===== src/rtl/seg_pkg.sv =====
// Shared types and constants for the multiplexed seven-segment scanner.
package seg_pkg;

  typedef enum logic [1:0] {
    ST_IDLE  = 2'd0,
    ST_SHOW  = 2'd1,
    ST_BLANK = 2'd2
  } state_t;

  localparam int BCD_W = 4;
  localparam logic [BCD_W-1:0] BCD_ZERO = '0;

endpackage


===== src/rtl/seg_scan_ctrl_if.sv =====
// Load/ack data path and scan outputs between the BCD stage, the scanner and the shared decoder.
interface seg_scan_ctrl_if
  import seg_pkg::*;
#(
  parameter int NDIG = 4
);

  logic                    en;
  logic                    ld;
  logic [BCD_W*NDIG-1:0]   din;
  logic                    ack;
  logic [BCD_W-1:0]        bcd;
  logic                    ben;
  logic [NDIG-1:0]         an;
  logic                    frm;

  modport master (
    output en, ld, din,
    input  ack, bcd, ben, an, frm
  );

  modport slave (
    input  en, ld, din,
    output ack, bcd, ben, an, frm
  );

endinterface


===== src/rtl/slot_timer.sv =====
// Per-digit slot counter: flags the last visible cycle and the last cycle of each slot.
module slot_timer #(
  parameter int CLK_DIV   = 50000,
  parameter int BLANK_CYC = 500
) (
  input  logic clk,
  input  logic rst,
  input  logic run,
  output logic slot_end,
  output logic blank_start
);

  localparam int CNT_W = $clog2(CLK_DIV);

  logic [CNT_W-1:0] cnt_reg;

  assign slot_end    = (cnt_reg == CNT_W'(CLK_DIV - 1));
  assign blank_start = (cnt_reg == CNT_W'(CLK_DIV - BLANK_CYC - 1));

  // Held at zero whenever the scanner is idle so every slot starts from a clean count.
  always_ff @(posedge clk or posedge rst) begin
    if (rst) begin
      cnt_reg <= '0;
    end else if (!run || slot_end) begin
      cnt_reg <= '0;
    end else begin
      cnt_reg <= cnt_reg + 1'b1;
    end
  end

endmodule


===== src/rtl/seg_scan_ctrl.sv =====
// Time-multiplexed digit scanner with frame-synchronous shadow update feeding one shared BCD decoder.
module seg_scan_ctrl
  import seg_pkg::*;
#(
  parameter int NDIG      = 4,
  parameter int CLK_DIV   = 50000,
  parameter int BLANK_CYC = 500,
  parameter int LZB       = 1
) (
  input  logic            clk,
  input  logic            rst,
  seg_scan_ctrl_if.slave  bus
);

  localparam int IDX_W = $clog2(NDIG);

  state_t                 state_reg, state_next;
  logic [IDX_W-1:0]       idx_reg, idx_next;
  logic [BCD_W*NDIG-1:0]  shadow_reg, shadow_next;
  logic [BCD_W*NDIG-1:0]  pend_reg, pend_next;
  logic                   pend_flag_reg, pend_flag_next;
  logic                   ack_reg, ack_next;
  logic [BCD_W-1:0]       bcd_reg, bcd_next;
  logic                   ben_reg, ben_next;
  logic [NDIG-1:0]        an_reg, an_next;
  logic                   frm_reg, frm_next;

  logic                   run, slot_end, blank_start, boundary, commit;
  logic [BCD_W-1:0]       digit [NDIG];
  logic [NDIG-1:0]        lz_blank;

  assign run      = (state_reg != ST_IDLE) && bus.en;
  assign boundary = (state_reg == ST_BLANK) && slot_end && (idx_reg == IDX_W'(NDIG - 1));

  slot_timer #(
    .CLK_DIV   (CLK_DIV),
    .BLANK_CYC (BLANK_CYC)
  ) u_slot_timer (
    .clk         (clk),
    .rst         (rst),
    .run         (run),
    .slot_end    (slot_end),
    .blank_start (blank_start)
  );

  // Digits are taken from the post-commit shadow so a new frame shows new data from its first cycle.
  for (genvar gi = 0; gi < NDIG; gi++) begin : g_digit
    assign digit[gi] = shadow_next[gi*BCD_W +: BCD_W];
  end

  always_comb begin
    logic hz;
    lz_blank = '0;
    hz       = 1'b1;
    for (int i = NDIG - 1; i >= 1; i--) begin
      hz          = hz && (digit[i] == BCD_ZERO);
      lz_blank[i] = (LZB != 0) && hz;
    end
  end

  always_comb begin
    state_next = state_reg;
    idx_next   = idx_reg;
    case (state_reg)
      ST_IDLE: begin
        idx_next = '0;
        if (bus.en) state_next = ST_SHOW;
      end
      ST_SHOW: begin
        if (!bus.en) begin
          state_next = ST_IDLE;
          idx_next   = '0;
        end else if (blank_start) begin
          state_next = ST_BLANK;
        end
      end
      ST_BLANK: begin
        if (!bus.en) begin
          state_next = ST_IDLE;
          idx_next   = '0;
        end else if (slot_end) begin
          state_next = ST_SHOW;
          idx_next   = (idx_reg == IDX_W'(NDIG - 1)) ? '0 : idx_reg + 1'b1;
        end
      end
      default: begin
        state_next = ST_IDLE;
        idx_next   = '0;
      end
    endcase
  end

  // Commit policy: immediate when stopped, otherwise deferred to the frame boundary (last ld wins).
  always_comb begin
    shadow_next    = shadow_reg;
    pend_next      = pend_reg;
    pend_flag_next = pend_flag_reg;
    commit         = 1'b0;
    if ((state_reg == ST_IDLE) || !bus.en) begin
      if (bus.ld) begin
        shadow_next    = bus.din;
        pend_flag_next = 1'b0;
        commit         = 1'b1;
      end else if ((state_reg == ST_IDLE) && pend_flag_reg) begin
        shadow_next    = pend_reg;
        pend_flag_next = 1'b0;
        commit         = 1'b1;
      end
    end else if (boundary) begin
      pend_flag_next = 1'b0;
      if (bus.ld) begin
        shadow_next = bus.din;
        commit      = 1'b1;
      end else if (pend_flag_reg) begin
        shadow_next = pend_reg;
        commit      = 1'b1;
      end
    end else if (bus.ld) begin
      pend_next      = bus.din;
      pend_flag_next = 1'b1;
    end
  end

  always_comb begin
    an_next  = '0;
    ben_next = 1'b0;
    bcd_next = bcd_reg;
    ack_next = commit;
    frm_next = boundary && bus.en;
    case (state_next)
      ST_IDLE:  bcd_next = BCD_ZERO;
      ST_SHOW: begin
        an_next[idx_next] = 1'b1;
        bcd_next          = digit[idx_next];
        ben_next          = !lz_blank[idx_next];
      end
      default: ;
    endcase
  end

  always_ff @(posedge clk or posedge rst) begin
    if (rst) begin
      state_reg     <= ST_IDLE;
      idx_reg       <= '0;
      shadow_reg    <= '0;
      pend_reg      <= '0;
      pend_flag_reg <= 1'b0;
      ack_reg       <= 1'b0;
      bcd_reg       <= '0;
      ben_reg       <= 1'b0;
      an_reg        <= '0;
      frm_reg       <= 1'b0;
    end else begin
      state_reg     <= state_next;
      idx_reg       <= idx_next;
      shadow_reg    <= shadow_next;
      pend_reg      <= pend_next;
      pend_flag_reg <= pend_flag_next;
      ack_reg       <= ack_next;
      bcd_reg       <= bcd_next;
      ben_reg       <= ben_next;
      an_reg        <= an_next;
      frm_reg       <= frm_next;
    end
  end

  assign bus.ack = ack_reg;
  assign bus.bcd = bcd_reg;
  assign bus.ben = ben_reg;
  assign bus.an  = an_reg;
  assign bus.frm = frm_reg;

endmodule


===== src/flat_wrapper.sv =====
// flat-port wrapper written by rule: the top's interface ports become plain ports
module seg_scan_ctrl_flat import seg_pkg::*;
#(
  parameter int NDIG      = 4,
  parameter int CLK_DIV   = 50000,
  parameter int BLANK_CYC = 500,
  parameter int LZB       = 1
)
  (clk, rst, bus_en, bus_ld, bus_din, bus_ack, bus_bcd, bus_ben, bus_an, bus_frm);
  seg_scan_ctrl_if #(.NDIG(NDIG)) bus_i ();
  input  logic clk;
  input  logic rst;
  input wire logic [$bits(bus_i.en)-1:0] bus_en;
  input wire logic [$bits(bus_i.ld)-1:0] bus_ld;
  input wire logic [$bits(bus_i.din)-1:0] bus_din;
  output wire logic [$bits(bus_i.ack)-1:0] bus_ack;
  output wire logic [$bits(bus_i.bcd)-1:0] bus_bcd;
  output wire logic [$bits(bus_i.ben)-1:0] bus_ben;
  output wire logic [$bits(bus_i.an)-1:0] bus_an;
  output wire logic [$bits(bus_i.frm)-1:0] bus_frm;
  assign bus_i.en = bus_en;
  assign bus_i.ld = bus_ld;
  assign bus_i.din = bus_din;
  assign bus_ack = bus_i.ack;
  assign bus_bcd = bus_i.bcd;
  assign bus_ben = bus_i.ben;
  assign bus_an = bus_i.an;
  assign bus_frm = bus_i.frm;
  seg_scan_ctrl #(.NDIG(NDIG), .CLK_DIV(CLK_DIV), .BLANK_CYC(BLANK_CYC), .LZB(LZB)) u_core (.clk(clk), .rst(rst), .bus(bus_i));
endmodule

===== config.mk =====
export PLATFORM = sky130hd
export DESIGN_NAME = seg_scan_ctrl_flat
export DESIGN_NICKNAME = d
export VERILOG_FILES = /design/src/rtl/seg_pkg.sv /design/src/rtl/seg_scan_ctrl_if.sv /design/src/rtl/slot_timer.sv /design/src/rtl/seg_scan_ctrl.sv /design/src/flat_wrapper.sv
export SDC_FILE = /design/constraint.sdc
export NUM_CORES = 1
export LEC_CHECK = 0
export CAP_MARGIN = 10
export CORE_MARGIN = 4
export CORE_UTILIZATION = 35
export CTS_CLUSTER_DIAMETER = 100
export DETAILED_ROUTE_END_ITERATION = 8
export PLACE_DENSITY_LB_ADDON = 0.08
export SLEW_MARGIN = 40
export SYNTH_ARGS = -nofsm -noshare
export SYNTH_HDL_FRONTEND = slang
export SYNTH_SLANG_ARGS = --single-unit

===== constraint.sdc =====
create_clock -name clk -period 3.7 [get_ports clk]
set_input_delay 0.74 -clock clk [delete_from_list [all_inputs] [get_ports clk]]
set_output_delay 0.74 -clock clk [all_outputs]
set_load 0.01 [all_outputs]

# --- Yosys cells after proc, flatten, opt, wreduce, memory -nomap -nowiden ---
# Index checks and enable logic that the tools add are counted.
op_classes:
  add_sub_neg: 2
  multipliers: 0
  div_mod_pow: 0
  n_lt_le_gt_ge: 3
  eq_ne: 7
  n_shift: 0
  n_mux: 39
  bitwise_logic: 3
  reduce_logical: 23
ops:
  columns: ["operator", "count"]
  rows:
  - ["$mux 16", 7]
  - ["$eq 16x16->1 const B", 2]
  - ["$mux 2", 9]
  - ["$add 16x1->16 const B", 1]
  - ["$mux 1", 14]
  - ["$logic_not 4->1", 3]
  - ["$mux 4", 3]
  - ["$bmux 4 s2", 1]
  - ["$logic_and 1x1->1", 8]
  - ["$pmux 4 s2", 1]
  - ["$pmux 2 s3", 1]
  - ["$eq 2x1->1 const B", 2]
  - ["$eq 2x2->1 const B", 2]
  - ["$logic_not 2->1", 2]
  - ["$pmux 2 s2", 1]
  - ["$reduce_bool 2->1", 2]
  - ["$ge 3x3->1 const B", 1]
  - ["$logic_not 1->1", 3]
  - ["$lt 2x3->1 const B", 1]
  - ["$ne 3x3->1 const B", 1]
  - ["$not 2->3", 1]
  - ["$reduce_and 3->1", 1]
  - ["$reduce_bool 3->1", 1]
  - ["$add 2x1->2 const B", 1]
  - ["6 further kinds", 8]
word_totals:
  ff_bits: 64
  latchBits: 0
  mem_bits_rw: 0
  mem_bits_ro: 0
  out_inout_bits: 11
  mem_count: 0

# --- Longest topological paths before layout ---
logic_depth:
  word_depth: 12
  depth_mapped: 11
  depth_no_buf: 11

# --- By module ---
# A second synthesis with hierarchy kept.
hier_totals:
  hier_cells: 370
  area_unflattened_um2: 3590.9
by_module_without_submodules:
  columns: ["module", "instances", "cells_per_inst", "area_each_um2", "seq_area_each_um2"]
  rows:
  - ["seg_scan_ctrl", 1, 288, 2773.9, 1201.2]
  - ["slot_timer", 1, 82, 817.0, 400.4]

# --- Worst setup path after synthesis ---
# OpenSTA, ideal clock, no wires.
synth_timing:
  kind: "flip-flop to flip-flop"
  from: "register u_core.u_slot_timer.cnt_reg[11]"
  to: "register u_core.ben_reg (netlist: u_core.bus.ben)"
  setup_ps: 137
  t_arrival_ps: 2761
  required_ps: 3563
  path_slack_ps: 801
  path_stages_with_launch: 10
  path_buffers: 1
  cell_sequence: "dfrtp_1 > or4_4 > or4_4 > buf_6 > o31ai_2 > o31ai_1 > a221o_1 > nor4_4 > a41o_1 > a21oi_1"
synth_between:
  elab_chain_cells: 12
  elab_cells_between_ends: 24
synth_rtl:
  columns: ["item", "line_no", "text"]
  rows:
  - ["start: declaration", "slot_timer.sv:15", "logic [CNT_W-1:0] cnt_reg;"]
  - ["start signal: assignment", "slot_timer.sv:27", "cnt_reg <= cnt_reg + 1'b1;"]
  - ["$eq 16x16->1 *", "slot_timer.sv:17", "assign slot_end = (cnt_reg == CNT_W'(CLK_DIV - 1));"]
  - ["$logic_and 1x1->1 * (2 in series)", "seg_scan_ctrl.sv:33", "assign boundary = (state_reg == ST_BLANK) && slot_end && (idx_reg == IDX_W'(NDIG - 1));"]
  - ["$mux 16 *", "seg_scan_ctrl.sv:109", "end else if (boundary) begin"]
  - ["$mux 16 *", "seg_scan_ctrl.sv:99", "if ((state_reg == ST_IDLE) || !bus.en) begin"]
  - ["named net u_core.shadow_next[8]", "seg_scan_ctrl.sv:19", "logic [BCD_W*NDIG-1:0] shadow_reg, shadow_next;"]
  - ["$logic_not 4->1 *", "seg_scan_ctrl.sv:56", "hz = hz && (digit[i] == BCD_ZERO);"]
  - ["$logic_and 1x1->1 *", "seg_scan_ctrl.sv:56", null]
  - ["$logic_and 1x1->1", "seg_scan_ctrl.sv:56", null]
  - ["$bmux 1 s2 *", "seg_scan_ctrl.sv:135", "ben_next = !lz_blank[idx_next];"]
  - ["$mux 1 (implied by the code) *", "seg_scan_ctrl.sv:135", null]
  - ["$logic_not 1->1 *", "seg_scan_ctrl.sv:135", null]
  - ["$mux 1 *", "seg_scan_ctrl.sv:130", "case (state_next)"]
  - ["named net u_core.ben_next", "seg_scan_ctrl.sv:24", "logic ben_reg, ben_next;"]
  - ["end signal: assignment", "seg_scan_ctrl.sv:161", "ben_reg <= ben_next;"]
  - ["end: declaration", "seg_scan_ctrl.sv:24", null]
# Mark *: on every way through the listed nets, which the timed path passes. The rest lies on a longest branch. The select of a mux whose other input is x is not followed.
# A chain may end at the register's enable or synchronous reset.

# --- Worst setup path in the final report ---
layout_timing:
  from: "register u_core.u_slot_timer.cnt_reg[10]"
  to: "register u_core.ben_reg (netlist: u_core.bus.ben)"
layout_between:
  elab_chain_cells: 12
  elab_cells_between_ends: 24
layout_rtl:
  columns: ["item", "line_no"]
  rows:
  - ["$eq 16x16->1 *", "slot_timer.sv:17"]
  - ["$logic_and 1x1->1 * (2 in series)", "seg_scan_ctrl.sv:33"]
  - ["$mux 16 *", "seg_scan_ctrl.sv:109"]
  - ["$mux 16 *", "seg_scan_ctrl.sv:99"]
  - ["named net u_core.shadow_next[14]", "seg_scan_ctrl.sv:19"]
  - ["$logic_not 4->1 *", "seg_scan_ctrl.sv:56"]
  - ["$logic_and 1x1->1 (2 in series)", "seg_scan_ctrl.sv:56"]
  - ["$bmux 1 s2 *", "seg_scan_ctrl.sv:135"]
  - ["$mux 1 (implied by the code) *", "seg_scan_ctrl.sv:135"]
  - ["$logic_not 1->1 *", "seg_scan_ctrl.sv:135"]
  - ["$mux 1 *", "seg_scan_ctrl.sv:130"]
  - ["named net u_core.ben_next", "seg_scan_ctrl.sv:24"]
# Marks and branches as above.

==> reports/results.ini <==
[floorplanning]
die_w_um=105
row_count=35
core_area_um2=9200
die_area_um2=11000
ios=31
die_h_um=105
start_util_pct=35.8

[critical_path]
startpoint_type=flop
worstSetupEndpointType=flop
r2r_end=u_core.bus.ben$_DFF_PP0_
worstSetupPathType=flop to flop
crit_required_ns=3.91
reg2reg_slack_ns=0.30
rr_worst_depth=8
critPathMaxFanout=11
arrival_ns=3.61
rr_startpoint=u_core.u_slot_timer.cnt_reg[10]$_DFF_PP0_

[detailed_routing]
drt-wirelength-per-cell_um=17.1
vias_per_cell=5.36
num_vias=2487
firstDrtPassIters=5
ant_nets=0
drt_iter0_drc=158
drt-total-wl_um=7960
drcViolationCount=0

[cts]
path_clk_slew_ns=0.08
cts_tree=built
cts_made_buffers=9
clock-root-buffer=clkbuf_8
postCtsSetupBuffers=0
cts_buffer_depth=2
cts_max_level=3
ctsHoldBuffers=0
cts_num_sinks=64
clock_latency_ns=0.35

[final_layout]
antennaDiodeCount=0
nNetsFinal=374
nFillCells=907
layout-drive-gt1-share_pct=17.6
final_util_pct=43.0
area_delta_synth_final_pct=20.4
fin_cells=464

[power]
power_mw=2.48
p_per_area_nw_per_um2=626
peakVddDrop_mv=0.207
p_leak_nw=1.67

[synthesis]
synthAdderAreaFrac_pct=2.28
synth_top_area_share_pct=48.7
yosysWarningCount=0
synthCells=312
syn-cell-area_um2=3290
synth_top_family_by_area=simple AND/OR/NAND/NOR gates
synth_top_area_cell=dfrtp_1
synth-compound-area-share_pct=14.7
synth_edf_count=0
synth_area_leaders=dfrtp_1, mux2_2, nand2_1, nor2_1, a221o_1
synth_fp_nets=338
yosysMostFrequentCell=dfrtp_1
dominantRegCellSynth=dfrtp_1
muxShareOfSynthArea_pct=9.21
synth_xor_area_share_pct=3.46
synth-async-reset-ratio_pct=100
ys_seq_area_share_pct=48.7
avgSynthCellArea_um2=10.5
synth.distinct_cells=53
synth_commonest_cells=dfrtp_1, nand2_1, nor2_1, mux2_2, nand3_1
synth_simple_gate_area_share_pct=18.6
synth_seq_cells=64

[timing]
period_minus_slack_ns=3.40
max_freq_mhz=294
finalHoldViolations=0
finalSetupViolCount=0
worst_pin_slew_ns=0.569
fin_ws_ns=0.301
fin_crit_sh_pct=91.9
clock_skew_ns=0.00929
rsz0062_at_grt=no
slew_violations=0
relSlewSlack_pct=61.8
setup-tns-final_ns=0

[min_path]
hold-path-cell-count=2
min_to=u_core.bus.bcd[0]$_DFFE_PP0P_
hold_path_startpoint=u_core.bus.bcd[0]$_DFFE_PP0P_
min_path_type=flop to flop

[place]
io_buffers=30
place_congestion=0.789
dp_slack_ns=0.219
dp_cells=448
place_hpwl_um=5770

[grt]
grt_max_degree=45
grt_pass1_vias=2511
antenna_found_initial=0
grt_pass1_wl_um=13500
grt_overflow=0
track_usage_pct=15.5

[outcome]
status=finished clean

[flow_run]
maxCapViolations=0

==> how the worst max path moves through the flow <==
stage | to | startpoint | slack [ns] | depth (start not counted)
floorplan | u_core.bus.ben$_DFF_PP0_ | u_core.u_slot_timer.cnt_reg[11]$_DFF_PP0_ | 0.80 | 9
global placement | u_core.bus.ben$_DFF_PP0_ | bus_en | 0.31 | 9
detailed placement | u_core.bus.bcd[1]$_DFFE_PP0P_ | u_core.u_slot_timer.cnt_reg[10]$_DFF_PP0_ | 0.22 | 8
CTS | u_core.bus.bcd[1]$_DFFE_PP0P_ | u_core.u_slot_timer.cnt_reg[11]$_DFF_PP0_ | 0.21 | 8
global route | u_core.bus.ben$_DFF_PP0_ | u_core.u_slot_timer.cnt_reg[11]$_DFF_PP0_ | 0.12 | 8
finish | u_core.bus.ben$_DFF_PP0_ | u_core.u_slot_timer.cnt_reg[10]$_DFF_PP0_ | 0.30 | 8
==> worst max-delay path, stage by stage (launching register included) <==
cell and delay, ns:
dfrtp_1 0.42, or4_4 0.56, or4_4 0.64, o21ai_4 0.30, o21ai_1 0.28, a221o_1 0.42, nor4_1 0.37, a41o_1 0.22
a21oi_1 0.05
==> placed cells by master, fill, tap and decap left out, types with 3 or more instances in the layout <==
master and count:
a221o_1 8, xnor2_1 7, o22ai_1 3, nand2b_1 4, nor2_1 25, dfrtp_1 64
inv_1 11, nand3_1 14, and3_1 12, nor3_1 10, clkdlybuf4s50_1 30, a21oi_1 10
clkbuf_8 9, xor2_1 6, o21ai_0 11, a22o_1 3, buf_4 7, nand2_1 26
nor2b_1 3, nor4_1 4, mux2_2 18, clkinvlp_4 3, o21ai_1 3, mux2i_1 7
a31oi_1 3, ha_1 6
==> stage by stage <==
stage	hold slack, ns	instance area [um2]
after global routing	0.517	3960
after CTS	0.503	3950
after floorplan	0.455	3290
after detailed placement	0.484	3730
after global placement	0.464	3730
final	0.488	3960
==> per-layer routing <==
metal / GRT usage [%] / wire [um] / vias to the layer above
met1: 23.0 / 4000 / 1225
met2: 22.3 / 3550 / 39
met4: 6.19 / 146 / 0
met5: 0 / 0 / -
li1: - / - / 1211
met3: 2.78 / 269 / 12
==> cell type report <==
cell class | count | area (um2) | share of cell area, %
Sequential cell | 64 | 1600 | 40.5
Multi-Input combinational cell | 224 | 1600 | 40.4
Timing Repair Buffer | 37 | 353 | 8.91
Tap cell | 111 | 139 | 3.51
Clock buffer | 9 | 124 | 3.13
Clock inverter | 7 | 96.3 | 2.43
Inverter | 12 | 47.5 | 1.20
==> cell families (layout without fill, tap and decap cells) <==
kind of cell               Yosys count  count (layout)
DFF                                 64              64
buffers and inverters               24              65
xor gates and xnor gates            13              13
and+or+nand+nor                    115             115
adders and majority gates            6               6
muxes                               27              27
AOI/OAI and AO/OA                   63              63
==> repair_timing <==
item,in CTS,in global routing
endpoints found under the hold margin,0,0
endpoints found under the setup margin,0,1
gates resized for setup,0,1
==> power breakdown <==
group / leakage (nW) / internal [mW] / switching, mW
registers: 0.813 / 0.909 / 0.135
logic: 0.759 / 0.366 / 0.400
clock network: 0.101 / 0.379 / 0.290
Power figures use the tool's default switching activity.
